==> src/rtl/ibex_pmp_csr.sv <==
`default_nettype none
// ------------------------------------------------------------------------
// ibex_pmp_csr: pmpcfg0-3 / pmpaddr0-15 CSR bank with lock and WARL rules.
// Revision: 1.0
// ------------------------------------------------------------------------

package ibex_pkg;
  typedef enum logic [1:0] {
    PMP_MODE_OFF   = 2'b00,
    PMP_MODE_TOR   = 2'b01,
    PMP_MODE_NA4   = 2'b10,
    PMP_MODE_NAPOT = 2'b11
  } pmp_cfg_mode_e;

  typedef struct packed {
    logic          lock;
    pmp_cfg_mode_e mode;
    logic          exec;
    logic          write;
    logic          read;
  } pmp_cfg_t;
endpackage

module ibex_pmp_csr #(
  parameter int PMPGranularity = 0,
  parameter int PMPNumRegions  = 4
) (
  input  logic              clk_i,
  input  logic              rst_ni,
  input  logic              csr_access_i,
  input  logic [11:0]       csr_addr_i,
  input  logic [1:0]        csr_op_i,
  input  logic [31:0]       csr_wdata_i,
  output logic [31:0]       csr_rdata_o,
  output logic              csr_hit_o,
  output ibex_pkg::pmp_cfg_t csr_pmp_cfg_o [PMPNumRegions],
  output logic [33:0]       csr_pmp_addr_o [PMPNumRegions]
);
  import ibex_pkg::*;

  localparam logic [31:0] c_napot_ones = (PMPGranularity >= 2) ?
      ((32'd1 << ((PMPGranularity >= 2) ? PMPGranularity - 1 : 0)) - 32'd1) : 32'd0;
  localparam logic [31:0] c_off_zeros = (PMPGranularity >= 1) ?
      ((32'd1 << ((PMPGranularity >= 1) ? PMPGranularity : 0)) - 32'd1) : 32'd0;

  pmp_cfg_t    cfg_q  [16];
  pmp_cfg_t    cfg_d  [16];
  logic [31:0] addr_q [16];
  logic [31:0] addr_d [16];
  logic [7:0]  cfg_rd [16];
  logic [31:0] addr_rd [16];
  logic        next_tor_lock [16];
  logic        cfg_sel, addr_sel, wr_en;
  logic [31:0] new_val;

  function automatic pmp_cfg_t cfg_warl(input logic [7:0] b);
    pmp_cfg_t cfg;
    cfg.lock  = b[7];
    cfg.mode  = pmp_cfg_mode_e'(b[4:3]);
    if (cfg.mode == PMP_MODE_NA4 && PMPGranularity >= 1) cfg.mode = PMP_MODE_OFF;
    cfg.exec  = b[2];
    cfg.write = b[1] & b[0];
    cfg.read  = b[0];
    return cfg;
  endfunction

  assign cfg_sel   = (csr_addr_i[11:2] == 10'h0E8);
  assign addr_sel  = (csr_addr_i[11:4] == 8'h3B);
  assign csr_hit_o = cfg_sel | addr_sel;
  assign wr_en     = csr_access_i & csr_hit_o & (csr_op_i != 2'd0);

  // Software-visible views; stored pmpaddr bits are never altered by the mode.
  always_comb begin
    for (int i = 0; i < 16; i++) begin
      cfg_rd[i]  = {cfg_q[i].lock, 2'b00, cfg_q[i].mode, cfg_q[i].exec,
                    cfg_q[i].write, cfg_q[i].read};
      addr_rd[i] = addr_q[i];
      if (cfg_q[i].mode == PMP_MODE_NAPOT)
        addr_rd[i] = addr_q[i] | c_napot_ones;
      else if (cfg_q[i].mode == PMP_MODE_OFF || cfg_q[i].mode == PMP_MODE_TOR)
        addr_rd[i] = addr_q[i] & ~c_off_zeros;
    end
    for (int i = 0; i < 15; i++)
      next_tor_lock[i] = cfg_q[i+1].lock && (cfg_q[i+1].mode == PMP_MODE_TOR);
    next_tor_lock[15] = 1'b0;
  end

  always_comb begin
    csr_rdata_o = '0;
    if (cfg_sel) begin
      for (int k = 0; k < 4; k++)
        csr_rdata_o[8*k +: 8] = cfg_rd[{csr_addr_i[1:0], 2'(k)}];
    end else if (addr_sel) begin
      csr_rdata_o = addr_rd[csr_addr_i[3:0]];
    end
  end

  always_comb begin
    case (csr_op_i)
      2'd1:    new_val = csr_wdata_i;
      2'd2:    new_val = csr_rdata_o | csr_wdata_i;
      2'd3:    new_val = csr_rdata_o & ~csr_wdata_i;
      default: new_val = csr_rdata_o;
    endcase
  end

  // Unimplemented regions are held at zero so they read back 0.
  always_comb begin
    for (int i = 0; i < 16; i++) begin
      cfg_d[i]  = cfg_q[i];
      addr_d[i] = addr_q[i];
      if (i < PMPNumRegions) begin
        if (wr_en && cfg_sel && csr_addr_i[1:0] == 2'(i >> 2) && !cfg_q[i].lock)
          cfg_d[i] = cfg_warl(new_val[8*(i%4) +: 8]);
        if (wr_en && addr_sel && csr_addr_i[3:0] == 4'(i) &&
            !cfg_q[i].lock && !next_tor_lock[i])
          addr_d[i] = new_val;
      end else begin
        cfg_d[i]  = '0;
        addr_d[i] = '0;
      end
    end
  end

  always_ff @(posedge clk_i or negedge rst_ni) begin
    if (!rst_ni) begin
      cfg_q  <= '{default: '0};
      addr_q <= '{default: '0};
    end else begin
      cfg_q  <= cfg_d;
      addr_q <= addr_d;
    end
  end

  for (genvar gi = 0; gi < PMPNumRegions; gi++) begin : g_out
    assign csr_pmp_cfg_o[gi]  = cfg_q[gi];
    assign csr_pmp_addr_o[gi] = {addr_q[gi], 2'b00};
  end

endmodule
`default_nettype wire
==> config.mk <==
export PLATFORM = sky130hd
export DESIGN_NAME = ibex_pmp_csr
export DESIGN_NICKNAME = d
export VERILOG_FILES = /design/src/rtl/ibex_pmp_csr.sv
export SDC_FILE = /design/constraint.sdc
export NUM_CORES = 1
export LEC_CHECK = 0
export CELL_PAD_IN_SITES_DETAIL_PLACEMENT = 1
export CELL_PAD_IN_SITES_GLOBAL_PLACEMENT = 1
export CORE_ASPECT_RATIO = 1.25
export CORE_MARGIN = 4
export CORE_UTILIZATION = 38
export CTS_BUF_LIST = sky130_fd_sc_hd__clkbuf_4 sky130_fd_sc_hd__clkbuf_8
export DETAILED_ROUTE_END_ITERATION = 10
export PLACE_DENSITY = 0.8
export SYNTH_ARGS = -nofsm -noshare
export SYNTH_HDL_FRONTEND = slang
export SYNTH_SLANG_ARGS = --single-unit
==> constraint.sdc <==
create_clock -name clk_i -period 2.62 [get_ports clk_i]
set_input_delay 0.524 -clock clk_i [delete_from_list [all_inputs] [get_ports clk_i]]
set_output_delay 0.524 -clock clk_i [all_outputs]
set_load 0.05 [all_outputs]
### Yosys cells after proc, flatten, opt, wreduce, memory -nomap -nowiden

Cells that the tools add are included.

| storage, ports and cells | value |
|---|---|
| output and inout port bits | 193 |
| register bits after elaboration | 152 |
| word-level logic and storage cells | 104 |

| cells by class | value |
|---|---|
| bitwise operators | 15 |
| multiplexer cells | 18 |
| order comparisons | 5 |
| reduce and logical (&&, ||, !) cells | 31 |
| equality and inequality tests | 11 |

Operators by type and width:

| operator | count |
|---|---|
| $bmux W32 S4 | 1 |
| $bmux W8 S4 | 4 |
| $mux W32 | 4 |
| $pmux W32 S3 | 1 |
| $mux W8 | 8 |
| $and A32 B32 Y32 | 1 |
| $not A32 Y32 | 1 |
| $or A32 B32 Y32 | 1 |
| $ge A5 B5 Y1 const B | 5 |
| $not A4 Y5 | 5 |
| $logic_and A1 B1 Y1 | 21 |
| $eq A10 B8 Y1 const B | 1 |
| $eq A2 B1 Y1 const B | 4 |
| $eq A4 B2 Y1 const B | 2 |
| $eq A8 B6 Y1 const B | 1 |
| $logic_not A1 Y1 | 7 |
| $and A1 B1 Y1 | 6 |
| $eq A2 B2 Y1 const B | 2 |
| $eq A4 B1 Y1 const B | 1 |
| $logic_not A4 Y1 | 1 |
| $logic_not A2 Y1 | 1 |
| $reduce_bool A2 Y1 | 1 |
| $or A1 B1 Y1 | 1 |

### Depth between registers and ports, before layout

| logic depth | value |
|---|---|
| depth after elaboration | 9 |
| depth in mapped cells | 9 |

### Worst setup path after synthesis

Ideal clock, no wire load.

| path | value |
|---|---|
| path kind | in2out |
| start | input port csr_addr_i[6] |
| end | output port csr_rdata_o[5] |
| stages | 8 |
| path slack | -0.101 ns |
| arrival time | 2.197 ns |
| required time | 2.096 ns |
| path through | and4b_1 -> buf_4 -> and4_1 -> buf_2 -> buf_2 -> buf_2 -> buf_2 -> and2_1 |

| between the ends | value |
|---|---|
| word-level cells in the longest chain between the ends | 3 |

RTL lines:

| element | line | text |
|---|---|---|
| from (decl) | 31 | `input logic [11:0] csr_addr_i,` |
| $eq A8 B6 Y1 | 68 | `assign addr_sel = (csr_addr_i[11:4] == 8'h3B);` |
| $mux W32 | 93 | `end else if (addr_sel) begin` |
| $mux W32 * | 90 | `if (cfg_sel) begin` |
| to (decl) | 34 | `output logic [31:0] csr_rdata_o,` |

Every way passes the cells marked *; elsewhere a longest branch is shown, timed or not.

### Worst setup path after layout

| path | value |
|---|---|
| start | input port csr_addr_i[0] |
| end | output port csr_rdata_o[15] |

| between the ends | value |
|---|---|
| word-level cells in the longest chain between the ends | 6 |

RTL lines:

| element | line | text |
|---|---|---|
| $not A4 Y5 (not written as such) | 94 | `csr_rdata_o = addr_rd[csr_addr_i[3:0]];` |
| $bmux W32 S4 | 94 |  |
| $mux W32 (not written as such) (2 in a row) | 94 |  |
| $mux W32 | 93 |  |
| $mux W32 * | 90 |  |

Every way passes the cells marked *; elsewhere a longest branch is shown, timed or not. The select of a mux whose other input is x is not followed.

==> flow_metrics.py <==
metrics = {
    "logic_synthesis": {
        "synth-xor-area-share_pct": 0.528,
        "async_flop_share_pct": 100,
        "yosys_most_used_dff": "dfrtp_1",
        "synth.lib_cells_used.distinct": 60,
        "synthesis.area_mm2": 0.00829,
        "synth_seq_area_share_pct": 45.9,
        "yosys.area.top_type": "dfrtp_1",
        "yosys.area_share.adder_pct": 0,
        "synth_commonest_cells": "152 x dfrtp_1, 84 x mux2_2, 66 x nand2_1",
        "ys.warnings.count": 0,
        "synth-seq-cells": 152,
        "synth.mux.area_fraction_pct": 23.7,
        "synth_compound_area_share_pct": 13.8,
        "post_synth.cell_area_avg_um2": 11.9,
        "synth_simple_gate_area_share_pct": 11.2,
        "synth_cells": 698,
        "synth-edff-count": 0,
        "combinational_family_with_the_most_area_after_synthesis": "multiplexers",
        "synthDominantCellAreaShare_pct": 45.9,
        "synthMostInstantiatedCell": "dfrtp_1",
        "netlist_top_cells_area": "dfrtp_1 46%, mux2_2 11%, mux4_2 8.7%",
    },
    "setup_path": {
        "worst-path-buf-inv": 5,
        "slowest_delay_ps": 560,
        "critical_path.endpoint_type": "output pin",
        "family_with_the_most_delay_on_the_worst_path": "simple AND/OR/NAND/NOR gates",
        "path_common_cell": "buf_8",
        "critPathRequiredTime_ps": 2100,
        "arrival_ps": 2110,
        "timing.critical_path.slowest_stage_cell": "or4_4",
        "critPathLaunchType": "primary input",
        "timing.setup.critical_path_class": "in2out",
        "crit_path_cell_trace": "buf_8 -> or4_4 -> nor4_4 -> buf_4 -> buf_8 -> a22oi_2 -> inv_2 -> buf_12",
        "cp_max_fo": 6,
    },
    "drt": {
        "count_of_nets_left_with_antenna_violations_after_detail_routing": 0,
        "drt_drc_violations_left": 0,
        "via_per_instance_ratio": 5.77,
        "num_vias": 7423,
        "firstDrtPassIters": 7,
        "drt_iter0_markers": 396,
        "totalWireLength_um": 32700,
        "route.detailed.wl_per_inst_um": 25.5,
    },
    "floorplanning": {
        "start_util_pct": 38.6,
        "design.core.area_mm2": 0.0215,
        "fp.dieH_um": 173,
        "num_rows": 60,
        "floorplan.io_pins": 242,
        "die_area_mm2": 0.0243,
        "die_width_um": 140,
    },
    "flow_run": {
        "max_cap_viol_count": 0,
    },
    "global_routing": {
        "grt-ovfl-total": 0,
        "groute.layer.met2.usage_pct": 45.6,
        "track_usage_pct": 26.5,
        "grt_pass1_vias": 8373,
        "pin_count_of_the_biggest_net_entering_global_routing": 62,
        "gr_peak_layer": "met2",
        "met1_usage_pct": 31.4,
        "initial_antenna_violation_count": 4,
        "grt_pass1_wl_um": 49900,
        "grt_use_met3_pct": 7.44,
    },
    "outcome": {
        "violated_checks": "negative setup slack",
        "run_status": "complete, but fails checks",
    },
    "clock_network": {
        "cts.root.buffer_cell": "clkbuf_8",
        "clock_tree_from_tritoncts": "done",
        "numClockSinks": 152,
        "clkSlewWorstSetupHoldPaths_ps": 80,
        "cts.htree.levels": 4,
        "cts.path.max_buffers": 2,
        "clock_buffer_count_from_cts": 17,
        "clk_latency_ps": 470,
    },
    "final_layout": {
        "area_growth_syn_to_layout_pct": 52.4,
        "instances_no_fill": 1286,
        "final_nets": 1040,
        "final_layout_size_suffix_gt1_share_pct": 35.9,
    },
    "pwr": {
        "peakVddDrop_mv": 0.247,
        "power_per_cell_area_mw_per_mm2": 385,
        "fin_total_pwr_mw": 4.86,
        "cell_internal_power_mw": 3.48,
        "sw_share_pct": 28.4,
        "share_clk_of_total_power_pct": 39.9,
        "power_dissipated_by_switching_net_loads_mw": 1.38,
        "sequentialPowerShare_pct": 48.4,
        "total_leakage_power_nw": 5.74,
        "combPwrFrac_pct": 11.7,
    },
    "timing": {
        "grt_setup_unrepaired": "yes",
        "tightest_slew_ps": 627,
        "maxSlewHeadroom_pct": 58.1,
        "finClkSkew_ps": 16.9,
        "setup_slack_ps": -18.3,
        "layout_min_cycle_time_ps": 2640,
        "timing_hold_violations_final": 0,
        "report.final.slew_viol_count": 0,
        "final_min_period_over_clock_period_pct": 101,
        "max_clock_freq_mhz": 379,
        "setup_viol": 1,
    },
    "placed_design": {
        "dp_slack_ps": -367,
        "io_buffers": 233,
        "placed_cells": 1237,
        "hpwlAfterDp_um": 23000,
        "gp_congestion": 0.781,
    },
    "worst_hold_path": {
        "timing.hold.worst.class": "reg2reg",
    },
}
## per-stage QoR
stage                     hold WS, ps  util (%)  TNS, ps  instance area (um^2)
after floorplan                   228         -        0                  8350
after global placement            486      55.1   -29810                 11800
after detailed placement          492      55.1   -36250                 11800
after CTS                         511      58.8     -507                 12600
after global routing              532      58.9     -223                 12600
final                             504      58.9    -18.3                 12600
## area by class of cell
| type | instances | area [um^2] |
|---|---|---|
| flip-flops and latches | 152 | 3800 |
| repair buffers | 339 | 3670 |
| clock buffers | 19 | 255 |
| inverters | 4 | 15.0 |
| multi-input cells | 477 | 4380 |
| diodes | 3 | 7.51 |
| well taps | 279 | 349 |
| fillers | 2218 | 8830 |
| clock inverters | 13 | 160 |
## final timing paths
path	from	cells after the start	endpoint	slack [ps]
max	csr_addr_i[0]	8	csr_rdata_o[15]	-20
min	csr_pmp_cfg_o[13]	2	csr_pmp_cfg_o[13]	500
max reg2reg	csr_pmp_cfg_o[16]	5	csr_pmp_addr_o[114]	430
min reg2reg	csr_pmp_cfg_o[13]	2	csr_pmp_cfg_o[13]	500
max in group asynchronous	rst_ni	3	csr_pmp_addr_o[89]	1320
min in group asynchronous	rst_ni	2	csr_pmp_addr_o[8]	560
## registers in the layout, indices dropped and copies added, names as in the netlist
signal / flops
csr_pmp_cfg_o: 24
csr_pmp_addr_o: 128
## layer usage
metal  vias up  part of all wire [%]
met5         -                 0.040
met4         2                   3.0
met3        69                   7.0
met2       299                    52
met1      3833                    38
li1       3220                     -
## tightest hold or removal path, cell delays in order, from the launching register on
cell	delay [ps]
dfrtp_1	360
nand2_1	50
o31ai_1	60
## cells in the final DEF (no fill, tap or decap), types with 7 or more instances in the layout
| cell | synthesis | routed |
|---|---|---|
| clkdlybuf4s50_1 | 0 | 187 |
| dfrtp_1 | 152 | 152 |
| buf_4 | 12 | 86 |
| mux2_2 | 84 | 84 |
| nand2_1 | 66 | 66 |
| o21ai_0 | 53 | 53 |
| buf_12 | 0 | 47 |
| mux4_2 | 32 | 32 |
| a41o_1 | 20 | 20 |
| a21oi_1 | 20 | 20 |
| clkbuf_8 | 0 | 18 |
| mux2_1 | 17 | 17 |
| a22o_4 | 0 | 15 |
| and2_1 | 14 | 12 |
| nor3_1 | 12 | 11 |
| nor4b_1 | 10 | 10 |
| nor2_1 | 10 | 9 |
| nor2b_1 | 9 | 9 |
| o211ai_1 | 9 | 9 |
| conb_1 | 1 | 8 |
| a21o_2 | 0 | 7 |
| mux2_4 | 7 | 7 |
## cells by family (layout without fill, tap and decap cells)
logic type                Yosys count  after routing
other                               1             11
and+or+nand+nor                   161            161
DFF                               152            152
xor gates and xnor gates            5              5
buffers and inverters              76            375
AOI/OAI and AO/OA                 163            163
muxes                             140            140
## timing repair
| item | 4_1_cts | 5_1_grt |
|---|---|---|
| endpoints found under the hold margin | 40 | 0 |
| buffers inserted | 8 | 4 |
| hold buffers | 1 | 0 |
| setup endpoints to repair | 33 | 26 |
| cloned | 3 | 0 |
| pin swaps | 15 | 11 |
| gates resized for setup | 59 | 13 |
## power groups by stage
stage / clock network (mW) / registers [mW] / logic [mW]
after floorplan: 0 / 2.42 / 0.246
after global placement: 0 / 2.40 / 0.540
after detailed placement: 0 / 2.40 / 0.555
after CTS: 1.97 / 2.35 / 0.562
after global routing: 2.08 / 2.35 / 0.610
final: 1.94 / 2.35 / 0.568
(Power assumes the default switching activity.)
